--- src/rtl/cpu_step_ctrl_if.sv ---
`default_nettype none
// ============================================================================
//  Module      : cpu_step_ctrl_if
//  Description : Signal bundle between the board/datapath side and the
//                step controller: raw key, mode/breakpoint controls, PC
//                feedback, and the step enable / status outputs.
//  Revision    : 1.0 - initial release
// ============================================================================
interface cpu_step_ctrl_if #(
   parameter int CNT_W = 16
);
   logic             key_n;       // raw pushbutton, active-low, asynchronous
   logic             run_mode;    // 0 = manual step, 1 = free-run
   logic             bp_en;       // breakpoint enable
   logic [7:0]       bp_addr;     // breakpoint PC value
   logic [7:0]       pc;          // current PC from the PC register
   logic             step_en;     // one-cycle datapath enable pulse
   logic [CNT_W-1:0] step_count;  // number of step_en pulses, wraps
   logic             halted;      // free-run stopped at breakpoint
   logic             key_level;   // debounced key state, 1 = pressed

   // Board / datapath side: drives controls, observes step outputs
   modport master (
      output key_n, run_mode, bp_en, bp_addr, pc,
      input  step_en, step_count, halted, key_level
   );

   // Step controller side
   modport slave (
      input  key_n, run_mode, bp_en, bp_addr, pc,
      output step_en, step_count, halted, key_level
   );
endinterface
`default_nettype wire

--- src/rtl/cpu_step_ctrl.sv ---
`default_nettype none
// ============================================================================
//  Module      : cpu_step_ctrl
//  Description : Clock-enable generator for the single-cycle datapath.
//                Synchronises and debounces the step pushbutton, issues
//                one-cycle step_en pulses either on a key press (manual)
//                or at a divided rate (free-run), and halts free-run when
//                the PC reaches an enabled breakpoint.
//  Revision    : 1.0 - initial release
// ============================================================================
module cpu_step_ctrl #(
   parameter int DEBOUNCE_CYCLES = 500000,    // stable samples to accept a key change
   parameter int RUN_DIV         = 25000000,  // clk cycles per free-run step, >= 2
   parameter int CNT_W           = 16         // width of step_count
) (
   input  wire logic        clk,
   input  wire logic        iRST_N,
   cpu_step_ctrl_if.slave   bus
);

   // Counter widths sized to hold the terminal value
   localparam int DB_W  = (DEBOUNCE_CYCLES > 1) ? $clog2(DEBOUNCE_CYCLES) : 1;
   localparam int DIV_W = (RUN_DIV > 1) ? $clog2(RUN_DIV) : 1;

   localparam logic [DB_W-1:0]  DB_LAST  = DB_W'(DEBOUNCE_CYCLES - 1);
   localparam logic [DIV_W-1:0] DIV_LAST = DIV_W'(RUN_DIV - 1);
   localparam logic [CNT_W-1:0] CNT_ONE  = CNT_W'(1);

   typedef enum logic [1:0] {
      S_STEP = 2'd0,   // manual: one pulse per debounced press
      S_RUN  = 2'd1,   // free-run: one pulse every RUN_DIV cycles
      S_HALT = 2'd2    // free-run parked at the breakpoint
   } state_t;

   // ------------------------------------------------------------------
   // Key path registers
   // ------------------------------------------------------------------
   logic            key_meta_q;    // first synchroniser stage
   logic            key_sync_q;    // second synchroniser stage
   logic [DB_W-1:0] db_cnt_q;      // consecutive samples disagreeing with key_level
   logic            key_level_q;   // debounced level, 1 = pressed
   logic            key_prev_q;    // key_level delayed one cycle for edge detect

   // ------------------------------------------------------------------
   // Step sequencer registers
   // ------------------------------------------------------------------
   state_t           state_q;
   logic [DIV_W-1:0] div_q;        // free-run rate divider
   logic             step_en_q;
   logic [CNT_W-1:0] step_count_q;
   logic             halted_q;

   // ------------------------------------------------------------------
   // Combinational helpers
   // ------------------------------------------------------------------
   logic key_s;      // synchronised key, 1 = pressed
   logic press;      // one-cycle strobe on debounced press
   logic bp_hit;     // PC sits on the enabled breakpoint
   logic div_wrap;   // divider is at its terminal count

   assign key_s    = ~key_sync_q;
   assign press    = key_level_q & ~key_prev_q;
   assign bp_hit   = bus.bp_en && (bus.pc == bus.bp_addr);
   assign div_wrap = (div_q == DIV_LAST);

   // Two-flop synchroniser; idles at 1 (key released) out of reset
   always_ff @(posedge clk or negedge iRST_N) begin
      if (!iRST_N) begin
         key_meta_q <= 1'b1;
         key_sync_q <= 1'b1;
      end else begin
         key_meta_q <= bus.key_n;
         key_sync_q <= key_meta_q;
      end
   end

   // Debounce: accept a new level only after DEBOUNCE_CYCLES disagreeing samples in a row
   always_ff @(posedge clk or negedge iRST_N) begin
      if (!iRST_N) begin
         db_cnt_q    <= '0;
         key_level_q <= 1'b0;
      end else if (key_s == key_level_q) begin
         db_cnt_q    <= '0;
      end else if (db_cnt_q == DB_LAST) begin
         db_cnt_q    <= '0;
         key_level_q <= key_s;
      end else begin
         db_cnt_q    <= db_cnt_q + DB_W'(1);
      end
   end

   // Delayed copy of the debounced level for rising-edge (press) detection
   always_ff @(posedge clk or negedge iRST_N) begin
      if (!iRST_N) begin
         key_prev_q <= 1'b0;
      end else begin
         key_prev_q <= key_level_q;
      end
   end

   // Step sequencer: mode handling, divider, breakpoint and registered outputs
   always_ff @(posedge clk or negedge iRST_N) begin
      if (!iRST_N) begin
         state_q      <= S_STEP;
         div_q        <= '0;
         step_en_q    <= 1'b0;
         step_count_q <= '0;
         halted_q     <= 1'b0;
      end else begin
         // step_en is a strobe; only the branches below raise it
         step_en_q <= 1'b0;

         case (state_q)
            S_STEP: begin
               div_q    <= '0;
               halted_q <= 1'b0;
               // A mode change takes priority; a coincident press is dropped
               if (bus.run_mode) begin
                  state_q <= S_RUN;
               end else if (press) begin
                  step_en_q    <= 1'b1;
                  step_count_q <= step_count_q + CNT_ONE;
               end
            end

            S_RUN: begin
               // Presses are ignored while free-running
               if (!bus.run_mode) begin
                  state_q <= S_STEP;
                  div_q   <= '0;
               end else if (div_wrap) begin
                  div_q <= '0;
                  // PC is tested at the step point, so the breakpoint
                  // instruction is not executed in free-run
                  if (bp_hit) begin
                     state_q  <= S_HALT;
                     halted_q <= 1'b1;
                  end else begin
                     step_en_q    <= 1'b1;
                     step_count_q <= step_count_q + CNT_ONE;
                  end
               end else begin
                  div_q <= div_q + DIV_W'(1);
               end
            end

            S_HALT: begin
               div_q <= '0;
               if (!bus.run_mode) begin
                  state_q  <= S_STEP;
                  halted_q <= 1'b0;
               end else if (press) begin
                  // Single step past the breakpoint, then resume free-run
                  step_en_q    <= 1'b1;
                  step_count_q <= step_count_q + CNT_ONE;
                  halted_q     <= 1'b0;
                  state_q      <= S_RUN;
               end
            end

            default: begin
               state_q  <= S_STEP;
               div_q    <= '0;
               halted_q <= 1'b0;
            end
         endcase
      end
   end

   assign bus.step_en    = step_en_q;
   assign bus.step_count = step_count_q;
   assign bus.halted     = halted_q;
   assign bus.key_level  = key_level_q;

endmodule
`default_nettype wire

--- src/flat_wrapper.sv ---
// flat-port wrapper written by rule: the top's interface ports become plain ports
module cpu_step_ctrl_flat 
#(
   parameter int DEBOUNCE_CYCLES = 500000,                                            
   parameter int RUN_DIV         = 25000000,                                       
   parameter int CNT_W           = 16                               
)
  (clk, iRST_N, bus_key_n, bus_run_mode, bus_bp_en, bus_bp_addr, bus_pc, bus_step_en, bus_step_count, bus_halted, bus_key_level);
  cpu_step_ctrl_if #(.CNT_W(CNT_W)) bus_i ();
  input  wire logic clk;
  input  wire logic iRST_N;
  input wire logic [$bits(bus_i.key_n)-1:0] bus_key_n;
  input wire logic [$bits(bus_i.run_mode)-1:0] bus_run_mode;
  input wire logic [$bits(bus_i.bp_en)-1:0] bus_bp_en;
  input wire logic [$bits(bus_i.bp_addr)-1:0] bus_bp_addr;
  input wire logic [$bits(bus_i.pc)-1:0] bus_pc;
  output wire logic [$bits(bus_i.step_en)-1:0] bus_step_en;
  output wire logic [$bits(bus_i.step_count)-1:0] bus_step_count;
  output wire logic [$bits(bus_i.halted)-1:0] bus_halted;
  output wire logic [$bits(bus_i.key_level)-1:0] bus_key_level;
  assign bus_i.key_n = bus_key_n;
  assign bus_i.run_mode = bus_run_mode;
  assign bus_i.bp_en = bus_bp_en;
  assign bus_i.bp_addr = bus_bp_addr;
  assign bus_i.pc = bus_pc;
  assign bus_step_en = bus_i.step_en;
  assign bus_step_count = bus_i.step_count;
  assign bus_halted = bus_i.halted;
  assign bus_key_level = bus_i.key_level;
  cpu_step_ctrl #(.DEBOUNCE_CYCLES(DEBOUNCE_CYCLES), .RUN_DIV(RUN_DIV), .CNT_W(CNT_W)) u_core (.clk(clk), .iRST_N(iRST_N), .bus(bus_i));
endmodule
--- config.mk ---
export PLATFORM = sky130hd
export DESIGN_NAME = cpu_step_ctrl_flat
export DESIGN_NICKNAME = d
export VERILOG_FILES = /design/src/rtl/cpu_step_ctrl_if.sv /design/src/rtl/cpu_step_ctrl.sv /design/src/flat_wrapper.sv
export SDC_FILE = /design/constraint.sdc
export NUM_CORES = 1
export LEC_CHECK = 0
export ABC_AREA = 1
export BUFFER_PORTS_ARGS = -buffer_cell sky130_fd_sc_hd__buf_2
export CAP_MARGIN = 20
export CORE_MARGIN = 10
export CORE_UTILIZATION = 40
export DETAILED_ROUTE_END_ITERATION = 7
export GPL_TIMING_DRIVEN = 0
export HOLD_SLACK_MARGIN = 0.08
export PLACE_DENSITY_LB_ADDON = 0.2
export SLEW_MARGIN = 20
export SYNTH_ARGS = -nofsm -noshare
export SYNTH_HDL_FRONTEND = slang
export SYNTH_SLANG_ARGS = --single-unit
--- constraint.sdc ---
create_clock -name clk -period 2.2 [get_ports clk]
set_input_delay 0.11 -clock clk [delete_from_list [all_inputs] [get_ports clk]]
set_output_delay 0.11 -clock clk [all_outputs]
set_load 0.03 [all_outputs]
==> summary.md, run 1 <==
| Metric | Value |
|---|---|
| RSZ-0062 raised after global routing | `false` |
| Clock Tree Buf Depth | `2` |
| Post CTS Setup Buffer Count | `0` |
| Flops & latches, synth | `68` |
| Fin. Hold Viols | `0` |
| Element type at the critical path end | `flop` |
| Commonest non-fill, non-tap cell in the layout | `nand2_1` |
| Worst stage delay on the critical path | `about 370 ps` |
| Placed cell areas | `between 4000 and 5000 um^2` |
| Synth Area per Inst | `a little over 7 um^2` |
| Power density over cell area | `between 700 and 800 nW/um^2` |
| Post-Route Skew | `18.1 ps` |
| Largest net degree at the start of global routing | `52` |
| Area grow syn2layout | `16.0%` |
| PostCTS Resize Cnt | `0` |
| Critical path data required time | `2430 ps` |
| First-pass GRT wire length | `roughly 16000 um` |
| Reg2reg setup slack | `between 200 and 300 ps` |
| Setup-failing EPs final | `0` |
| Net switching power | `around 1.2 mW` |
| Fraction of the cycle the final worst path needs | `approximately nine tenths` |
| Cells after synthesis | `563` |
| Placer Congestion | `approximately 0.87` |
| Power Internal | `roughly 2.3 mW` |
| Post-Syn Area | `~4000 um^2` |
| Clock transition at the registers of the reported paths | `roughly 70 ps` |
| Worst Setup Start Kind | `flop` |
| Final min period | `1940 ps` |
| Clock share of power | `between 30% and 40%` |
| Hold_buf cts | `3` |
| Hold WC Path Type | `input port to asynchronous set/reset pin` |
| Die ar. | `around 14000 um^2` |
| DRC Markers | `0` |
| Slowest library cell on the worst path | `dfrtp_1` |
| Die Ht | `about 120 um` |
| Peak VDD IR | `around 0.55 mV` |
| Most frequent cells in the layout | `nand2_1 (158), nor2_1 (88), inv_1 (76)` |
| Inserted Clock Buffers | `9` |
| Final antenna-violating net count | `0` |
| Max Fanout on Critical Path | `10` |
| Slew margin rel. | `between 50% and 60%` |
| Post-DP HPWL | `just under 7000 um` |
| Synth Warn # | `0` |
| CP cell instances | `ha_1 > nand2_2 > nor2_8 > nand3_2 > nor2_2 > nand2_2 > a21oi_4 > nand2_4 > buf_6 > nand2_1 > nand2_1` |
| Distinct cell type count after synthesis | `30` |
| Yosys top cell by area | `dfrtp_1` |
| Mapped Nets | `~590` |
| Total power | `3.43 mW` |
| Reg2reg start | `u_core.div_q[0]` |
| Top cell type's share of synthesized area | `41.2%` |
| Sequential power share | `40.3%` |
| CP arrival | `approximately 2200 ps` |
| Register-to-Register Path Depth | `11` |
| Max-Cap Viols | `0` |
| Chip width | `120 um` |
| DP Cell Count | `~740` |
| Layout cells sized above 1 | `between 10% and 20%` |
| Comb power frac | `26.6%` |
| Average wire per standard cell | `11.8 um` |
| Antenna diodes | `0` |
| Root Driver | `clkbuf_8` |
| Worst-Skew Late Latency | `350 ps` |
| # nets final | `around 650` |
| H-Tree Depth | `3` |
| Status | `finished clean` |
| Setup TNS | `0 ps` |
| GRT overflow | `0` |
| Slew @ Worst Pin | `roughly 620 ps` |
| Non-filler cells, final | `approximately 760` |
| LEAKAGE | `roughly 2.3 nW` |
| Post-synthesis sequential area ratio | `a little over two fifths` |
| Via density | `about 4.7` |
| FMAX | `~0.5 GHz` |
| Top post-synthesis cells by area | `dfrtp_1 (41%), nand2_1 (15%), nor2_1 (8.2%)` |
| Max-slew violations | `0` |
| Clk sinks | `around 70` |
| Setup CP Type | `flop to flop` |
| CTS tree | `done` |
| Row cnt | `36` |
| WHS | `182 ps` |
| DRT Pass-1 Iters | `4` |
| Port Buf Inserts | `39` |
| Core region area | `9770 um^2` |
| Design area | `between 4000 and 5000 um^2` |
| R2r endpoint | `u_core.bus.step_count[8]` |
| Via count | `3566` |
| Starting DRT DRC Count | `165` |
| Vias in the first global route | `roughly 3.5k` |
| Switching part of the total | `34.3%` |
| Ports | `40` |
| Total GRT Usage | `12.9%` |
| Initial antenna violation count | `0` |
| Initial Utilization | `between 40% and 50%` |
| Routed wire length | `between 8000 and 9000 um` |
critical path: cells and delay by family, from the launching register on:
kind / cells / cell delay, ps
AND/OR/NAND/NOR: 8 / 760
adder cells (fa/ha/maj): 1 / 210
AO/OA/AOI/OAI: 1 / 320
flip-flops: 1 / 370
buffers and inverters: 1 / 160
Yosys cell counts, drive strengths merged:
cell	count
a211oi	1
a21boi	1
a21oi	20
a31oi	2
buf	7
dfrtp	66
dfstp	2
ha	7
inv	76
nand2	162
nand3	53
nand3b	1
nand4	8
nor2	90
nor3	21
nor3b	4
o21a	2
o21ai	16
o22ai	1
or2	2
xnor2	9
xor2	12
power by group through the flow:
stage          clock network (mW)  registers (mW)  logic [mW]
2_1_floorplan                   0            1.46       0.604
3_3_place_gp                    0            1.41       0.904
3_5_place_dp                    0            1.41       0.918
4_1_cts                      1.17            1.39       0.927
5_1_grt                      1.23            1.40        1.03
6_report                     1.14            1.38       0.912
sequential cells by signal, indices dropped and copies added, names as in the netlist:
name                   count
u_core.bus.halted          1
u_core.bus.step_count     16
u_core.key_sync_q          1
u_core.db_cnt_q           19
u_core.key_meta_q          1
u_core.bus.step_en         1
u_core.div_q              25
u_core.key_prev_q          1
u_core.bus.key_level       1
u_core.state_q             2
worst max path at each step:
stage                        startpoint                         to  slack, ps  cells after the start
2_1_floorplan  u_core.bus.step_count[0]  u_core.bus.step_count[12]        370                     10
3_3_place_gp            u_core.div_q[0]   u_core.bus.step_count[2]        260                     11
3_5_place_dp            u_core.div_q[0]   u_core.bus.step_count[4]        230                     11
4_1_cts                 u_core.div_q[0]   u_core.bus.step_count[8]        220                     11
5_1_grt              u_core.db_cnt_q[0]        u_core.db_cnt_q[18]         60                      8
6_report                u_core.div_q[0]   u_core.bus.step_count[8]        260                     11
through the flow:
stage	util [%]	setup slack [ps]
final	47.5	259
after detailed placement	45.0	225
after CTS	47.5	220
after global placement	44.7	257
after global routing	47.5	58.4
after floorplan	-	374
kinds of logic (layout without fill, tap and decap cells):
group	Yosys count	after routing	synth area share, %
simple gates	341	341	36.3
buf+inv	83	142	8.37
flops	68	68	42.5
compound gates	43	43	6.00
xor+xnor	21	21	4.59
fa+ha+maj	7	7	2.19
metal layers:
metal,up-vias,wire length [um],track usage (%)
met2,50,4040,21.1
met1,1633,4330,15.6
met4,0,52,2.94
met5,-,0,0
li1,1877,-,-
met3,6,478,4.97
area by class of cell:
class | count | area, um^2
Clock inverter | 6 | 90.1
Clock buffer | 10 | 128
Fill cell | 998 | 5130
Inverter | 76 | 285
Sequential cell | 68 | 1700
Multi-Input combinational cell | 412 | 1970
Tap cell | 133 | 166
Timing Repair Buffer | 43 | 255
Buffer | 7 | 50.0
No activity file was read; power rests on OpenSTA's default activity.
==> inputs of run 2 (changes only) <==
--- a/config.mk
+++ b/config.mk
@@ -13,7 +13,7 @@
 export DETAILED_ROUTE_END_ITERATION = 7
 export GPL_TIMING_DRIVEN = 0
 export HOLD_SLACK_MARGIN = 0.08
-export PLACE_DENSITY_LB_ADDON = 0.2
+export PLACE_DENSITY = 0.68
 export SLEW_MARGIN = 20
 export SYNTH_ARGS = -nofsm -noshare
 export SYNTH_HDL_FRONTEND = slang
==> summary.md, run 2 (same netlist as run 1, synthesis figures left out) <==
| Metric | Value |
|---|---|
| Clock transition at the registers of the reported paths | `80 ps (about the same)` |
| Die Ht | `120 um (unchanged)` |
| Layout cells sized above 1 | `12.1% (+0.16 points)` |
| Status | `finished clean` |
| CP arrival | `2210 ps (+40 ps)` |
| Clk sinks | `68 (unchanged)` |
| Reg2reg setup slack | `220 ps (-40 ps)` |
| LEAKAGE | `2.29 nW (-0.31%)` |
| GRT overflow | `0 (unchanged)` |
| Port Buf Inserts | `39 (unchanged)` |
| Commonest non-fill, non-tap cell in the layout | `nand2_1` |
| DRC Markers | `0 (unchanged)` |
| Setup-failing EPs final | `0 (unchanged)` |
| Peak VDD IR | `0.673 mV (+22%)` |
| Initial antenna violation count | `0 (unchanged)` |
| Row cnt | `36 (unchanged)` |
| Fraction of the cycle the final worst path needs | `89.9% (+1.6 points)` |
| Via count | `3647 (+2.3%)` |
| Post-Route Skew | `11.0 ps (-7.09 ps)` |
| Max-slew violations | `0 (unchanged)` |
| Non-filler cells, final | `755 (unchanged)` |
| Placed cell areas | `4400 um^2 (unchanged)` |
| Setup WS post-layout | `223 ps (-35.8 ps)` |
| Starting DRT DRC Count | `196 (+19%)` |
| Max FFs per register | `25 (unchanged)` |
| DP Cell Count | `736 (unchanged)` |
| Average wire per standard cell | `11.6 um (-1.3%)` |
| Layout filler cell count | `980 (-1.8%)` |
| Cell mode on critical path | `nand3_1` |
| Via density | `4.83 (+2.3%)` |
| FMAX | `0.506 GHz (-1.8%)` |
| Slew @ Worst Pin | `739 ps (+117 ps)` |
| Setup TNS | `0 ps (unchanged)` |
| Max-Cap Viols | `0 (unchanged)` |
| Top reg by flops | `u_core.div_q` |
| Antenna diodes | `0 (unchanged)` |
| Area grow syn2layout | `15.6%` |
| Setup CP Type | `flop to flop` |
| Final min period | `1980 ps (+35.8 ps)` |
| Max Fanout on Critical Path | `6 (-4)` |
| CP cell instances | `nand3_1 > nor2_1 > nand3_1 > nor3_1 > nand3_1 > nand2_1 > nor2_1` |
| Largest net degree at the start of global routing | `48 (-7.7%)` |
| Power density over cell area | `720 nW/um^2 (-2.5%)` |
| Ports | `40 (unchanged)` |
| Slew margin rel. | `50.4% (-7.8 points)` |
| Worst-Skew Late Latency | `350 ps (about the same)` |
| Placer Congestion | `0.849 (-2.0%)` |
| Worst stage delay on the critical path | `630 ps (+260 ps)` |
| Post-Place Setup Slack | `279 ps (+54.0 ps)` |
| H-Tree Depth | `3 (unchanged)` |
| Critical path data required time | `2430 ps (about the same)` |
| Root Driver | `clkbuf_8` |
| Post-DP HPWL | `6780 um (about the same)` |
| Die ar. | `14400 um^2 (unchanged)` |
| # nets final | `645 (unchanged)` |
| Core region area | `9770 um^2 (unchanged)` |
| Initial Utilization | `41.0% (unchanged)` |
| Hold WC Path Type | `input port to asynchronous set/reset pin` |
| CTS tree | `done` |
| Chip width | `120 um (unchanged)` |
| Post CTS Setup Buffer Count | `0 (unchanged)` |
| Total GRT Usage | `12.8% (-0.10 points)` |
| Design area | `4630 um^2 (-0.35%)` |
| Worst Setup Start Kind | `flop` |
| Fin. Hold Viols | `0 (unchanged)` |
| Reg2reg start | `u_core.div_q[2]` |
| Final antenna-violating net count | `0 (unchanged)` |
| Routed wire length | `8790 um (-1.3%)` |
| Clock Tree Buf Depth | `2 (unchanged)` |
| RSZ-0062 raised after global routing | `false` |
| First-pass GRT wire length | `15800 um (+1.1%)` |
| Inserted Clock Buffers | `9 (unchanged)` |
| Vias in the first global route | `3615 (+2.8%)` |
| Slowest library cell on the worst path | `nor3_1` |
| R2r endpoint | `u_core.div_q[21]` |
| DRT Pass-1 Iters | `5 (+1)` |
| Register-to-Register Path Depth | `7 (-4)` |
| Element type at the critical path end | `flop` |
| Most frequent cells in the layout | `nand2_1 (158), nor2_1 (88), inv_1 (76)` |
run 2: cell types whose count changed in the layout (fill, tap and decap cells not counted), sizes merged:
cell / previous run / this run
bufinv: 2 / 1
clkbuf: 10 / 9
clkinv: 3 / 5
run 2: worst max-delay path: cells and delay by family (launching register included):
| family | cells | cell delay, ps |
|---|---|---|
| DFF | 1 | 400 |
| and+or+nand+nor | 7 | 1470 |
run 2: power breakdown:
group / switching (mW) / internal, mW / leakage (nW)
logic: 0.615 / 0.301 / 1.26
registers: 0.0683 / 1.32 / 0.934
clock network: 0.507 / 0.528 / 0.0994
run 2: worst max path at each step:
stage          slack (ps)                   endpoint  cells after the start                startpoint
3_3_place_gp          290   u_core.bus.step_count[5]                     11           u_core.div_q[0]
3_5_place_dp          280   u_core.bus.step_count[1]                     11           u_core.div_q[0]
2_1_floorplan         370  u_core.bus.step_count[12]                     10  u_core.bus.step_count[0]
4_1_cts               280        u_core.db_cnt_q[18]                      8        u_core.db_cnt_q[0]
6_report              220           u_core.div_q[21]                      7           u_core.div_q[2]
5_1_grt                40           u_core.div_q[21]                      7           u_core.div_q[2]
run 2: layout make-up:
type / instances / area [um^2] / share of cell area, %
Buffer: 7 / 50.0 / 1.08
Clock buffer: 9 / 124 / 2.68
Clock inverter: 7 / 77.6 / 1.68
Inverter: 76 / 285 / 6.16
Multi-Input combinational cell: 412 / 1970 / 42.5
Sequential cell: 68 / 1700 / 36.8
Tap cell: 133 / 166 / 3.59
Timing Repair Buffer: 43 / 255 / 5.51
run 2: what timing repair did:
item | in CTS | in global routing
resized for setup | 0 | 0
hold buffers | 3 | 0
hold endpoints to repair | 68 | 0
run 2: metrics by stage:
step	total power [mW]	util, %	hold slack (ps)
3_3_place_gp	2.29	44.7	217
4_1_cts	3.38	47.4	191
6_report	3.33	47.4	196
3_5_place_dp	2.33	45.0	39.1
2_1_floorplan	2.06	-	-186
5_1_grt	3.57	47.4	205
run 2: metal layers:
metal  GRT usage, %  share of wire, %  up-vias
met4           2.79              0.67        0
met5              0                 0        -
met2           21.9                50       56
li1               -                 -     1884
met1           15.4                45     1701
met3           3.84               4.7        6
==> inputs of run 3 (changes only) <==
--- a/config.mk
+++ b/config.mk
@@ -5,7 +5,6 @@
 export SDC_FILE = /design/constraint.sdc
 export NUM_CORES = 1
 export LEC_CHECK = 0
-export ABC_AREA = 1
 export BUFFER_PORTS_ARGS = -buffer_cell sky130_fd_sc_hd__buf_2
 export CAP_MARGIN = 20
 export CORE_MARGIN = 10
==> summary.md, run 3 <==
| Metric | Value |
|---|---|
| Status | `complete, but fails checks` |
| Violated checks | `negative setup slack` |
| Final core occ | `50.4% (+3.0 points)` |
| Final antenna-violating net count | `0 (unchanged)` |
| Power density over cell area | `609 nW/um^2 (-15%)` |
| Multiplexer share of the synthesized area | `0.628% (+0.63 points)` |
| Root Driver | `clkbuf_8` |
| Antenna diodes | `0 (unchanged)` |
| Total power | `2.52 mW (-24%)` |
| Post-Route Skew | `9.13 ps (-1.89 ps)` |
| Slew @ Worst Pin | `624 ps (-115 ps)` |
| Die ar. | `12500 um^2 (-13%)` |
| Synth Area per Inst | `10.1 um^2 (+42%)` |
| Top post-synthesis cells by area | `dfrtp_1 (49%), xor2_1 (9.8%), nor2_1 (6.9%)` |
| Post-Syn Area | `3390 um^2 (-15%)` |
| Row cnt | `33 (-8.3%)` |
| RSZ-0062 raised after global routing | `true` |
| CTS tree | `done` |
| Chip width | `112 um (-6.7%)` |
| Routed wire length | `6940 um (-21%)` |
| Top cell type's share of synthesized area | `48.8% (+7.5 points)` |
| Ports | `40 (unchanged)` |
| Worst-Skew Late Latency | `330 ps (-20 ps)` |
| Hold WC Path Type | `input port to asynchronous set/reset pin` |
| Core region area | `8220 um^2 (-16%)` |
| Non-filler cells, final | `502 (-34%)` |
| Clock Tree Buf Depth | `2 (unchanged)` |
| Simple-Gate Fraction of Synth Area | `25.9% (-10 points)` |
| Commonest non-fill, non-tap cell in the layout | `dfrtp_1` |
| DRT Pass-1 Iters | `4 (-1)` |
| DRC Markers | `0 (unchanged)` |
| Most frequent cells in the layout | `dfrtp_1 (65), nor2_1 (59), buf_2 (40)` |
| Fraction of the cycle the final worst path needs | `107% (+17 points)` |
| Mapped Nets | `363 (-39%)` |
| WHS | `241 ps (+44.8 ps)` |
| Slew margin rel. | `58.0% (+7.7 points)` |
| Main combinational cell family by area after synthesis | `simple AND/OR/NAND/NOR gates` |
| Top FF cell, synth | `dfrtp_1` |
| FMAX | `0.426 GHz (-16%)` |
| Flops & latches, synth | `68 (unchanged)` |
| Yosys top cell by area | `dfrtp_1` |
| H-Tree Depth | `3 (unchanged)` |
| Starting DRT DRC Count | `108 (-45%)` |
| Max FFs per register | `25 (unchanged)` |
| Post-synthesis sequential area ratio | `50.3% (+7.8 points)` |
| Placer Congestion | `0.837 (-1.4%)` |
| Max-Cap Viols | `0 (unchanged)` |
| Setup TNS | `-1070 ps (-1070 ps)` |
| Compound-Gate Fraction of Synth Area | `2.14% (-3.9 points)` |
| Clock transition at the registers of the reported paths | `70 ps (about the same)` |
| Top reg by flops | `u_core.div_q` |
| Setup CP Type | `flop to flop` |
| Average wire per standard cell | `13.8 um (+19%)` |
| Peak VDD IR | `0.323 mV (-52%)` |
| Synth Area in XOR/XNOR | `16.5% (+12 points)` |
| Fraction of registers with async set/reset | `100% (unchanged)` |
| Area grow syn2layout | `22.2%` |
| Worst Setup Start Kind | `flop` |
| Layout cells sized above 1 | `22.9% (+11 points)` |
| Initial Utilization | `41.2% (+0.23 points)` |
| GRT overflow | `0 (unchanged)` |
| Most frequent cell after synthesis | `dfrtp_1` |
| Post-DP HPWL | `4760 um (-30%)` |
| CP arrival | `2600 ps (+390 ps)` |
| Initial antenna violation count | `0 (unchanged)` |
| Via density | `5.03 (+4.0%)` |
| Setup-failing EPs final | `15 (+15)` |
| Fin. Hold Viols | `0 (unchanged)` |
| Inserted Clock Buffers | `9 (unchanged)` |
| Largest net degree at the start of global routing | `41 (-15%)` |
| Die Ht | `112 um (-6.7%)` |
| Port Buf Inserts | `39 (unchanged)` |
| Final min period | `2350 ps (+373 ps)` |
| # nets final | `421 (-35%)` |
| First-pass GRT wire length | `12100 um (-24%)` |
| Max-slew violations | `0 (unchanged)` |
| Clk sinks | `68 (unchanged)` |
| Via count | `2523 (-31%)` |
| Distinct cell type count after synthesis | `42 (+40%)` |
| Total GRT Usage | `11.1% (-1.6 points)` |
| Critical path data required time | `2450 ps (+20 ps)` |
| Cells after synthesis | `335 (-40%)` |
| Post-synth EDFFs | `0 (unchanged)` |
| Max Fanout on Critical Path | `8 (+2)` |
| Synth Warn # | `0 (unchanged)` |
| List of most frequent post-synthesis cells | `dfrtp_1 (66), nor2_1 (62), xor2_1 (38), xnor2_1 (26)` |
| Setup WS post-layout | `-150 ps (-373 ps)` |
| Vias in the first global route | `2635 (-27%)` |
| DP Cell Count | `480 (-35%)` |
| LEAKAGE | `1.90 nW (-17%)` |
| Element type at the critical path end | `flop` |
| Synth Area in Adders | `2.59% (+0.40 points)` |
## run 3: path summary, 6_finish.rpt
path	startpoint	slack (ps)	to	cells past startpoint
min in group clk	bus_run_mode	350	u_core.bus.halted	4
worst max-delay path	u_core.div_q[9]	-150	u_core.bus.step_count[15]	7
worst min register to register	u_core.key_meta_q	360	u_core.key_sync_q	0
max in group asynchronous	iRST_N	1370	u_core.key_meta_q	3
worst max register to register	u_core.div_q[9]	-150	u_core.bus.step_count[15]	7
worst min-delay path	iRST_N	240	u_core.bus.step_count[4]	2
## run 3: timing repair
item	CTS	global route
endpoints found under the setup margin	42	46
endpoints found under the hold margin	67	0
hold buffers	2	0
resized for setup	14	20
gates cloned	0	1
pin swaps	3	12
buffers inserted	3	2
## run 3: logic make-up after synthesis
group | Yosys count
AO/OA/AOI/OAI | 10
adder cells (fa/ha/maj) | 7
AND/OR/NAND/NOR | 169
flip-flops | 68
XOR/XNOR | 64
buffers and inverters | 15
multiplexers | 2
## run 3: routing by layer
layer | GRT usage [%] | share of wire (%)
met5 | 0 | 0
met4 | 5.41 | 1.4
met3 | 2.98 | 5.6
met2 | 17.2 | 46
met1 | 14.2 | 47
## run 3: cell type report
class                   instances  area [um^2]
clock inverters                 2         10.0
repair buffers                 48          308
inverters                       8         30.0
plain buffers                   6         40.0
flip-flops and latches         68         1710
well taps                     105          131
multi-input cells             252         1750
fillers                       757         4080
clock buffers                  13          159
## run 3: through the flow
stage	area, um^2	setup WS (ps)
final	4140	-150
after detailed placement	3740	-339
after global placement	3720	-330
after CTS	4010	-189
after floorplan	3390	79.3
after global routing	4140	-218
## run 3: where the power goes
group	internal (mW)	switching [mW]	leakage, nW	total [mW]
registers	1.28	0.0354	0.914	1.32
logic	0.113	0.191	0.895	0.304
clock network	0.462	0.436	0.0893	0.898
total	1.86	0.662	1.90	2.52
## run 3: worst max-delay path, cell delays in order (launching register included)
cell and delay (ps):
dfrtp_1 410, or4_4 550, nor4_4 210, o311ai_2 160, o31a_4 380, buf_4 170, nor4_4 220, xor2_1 170
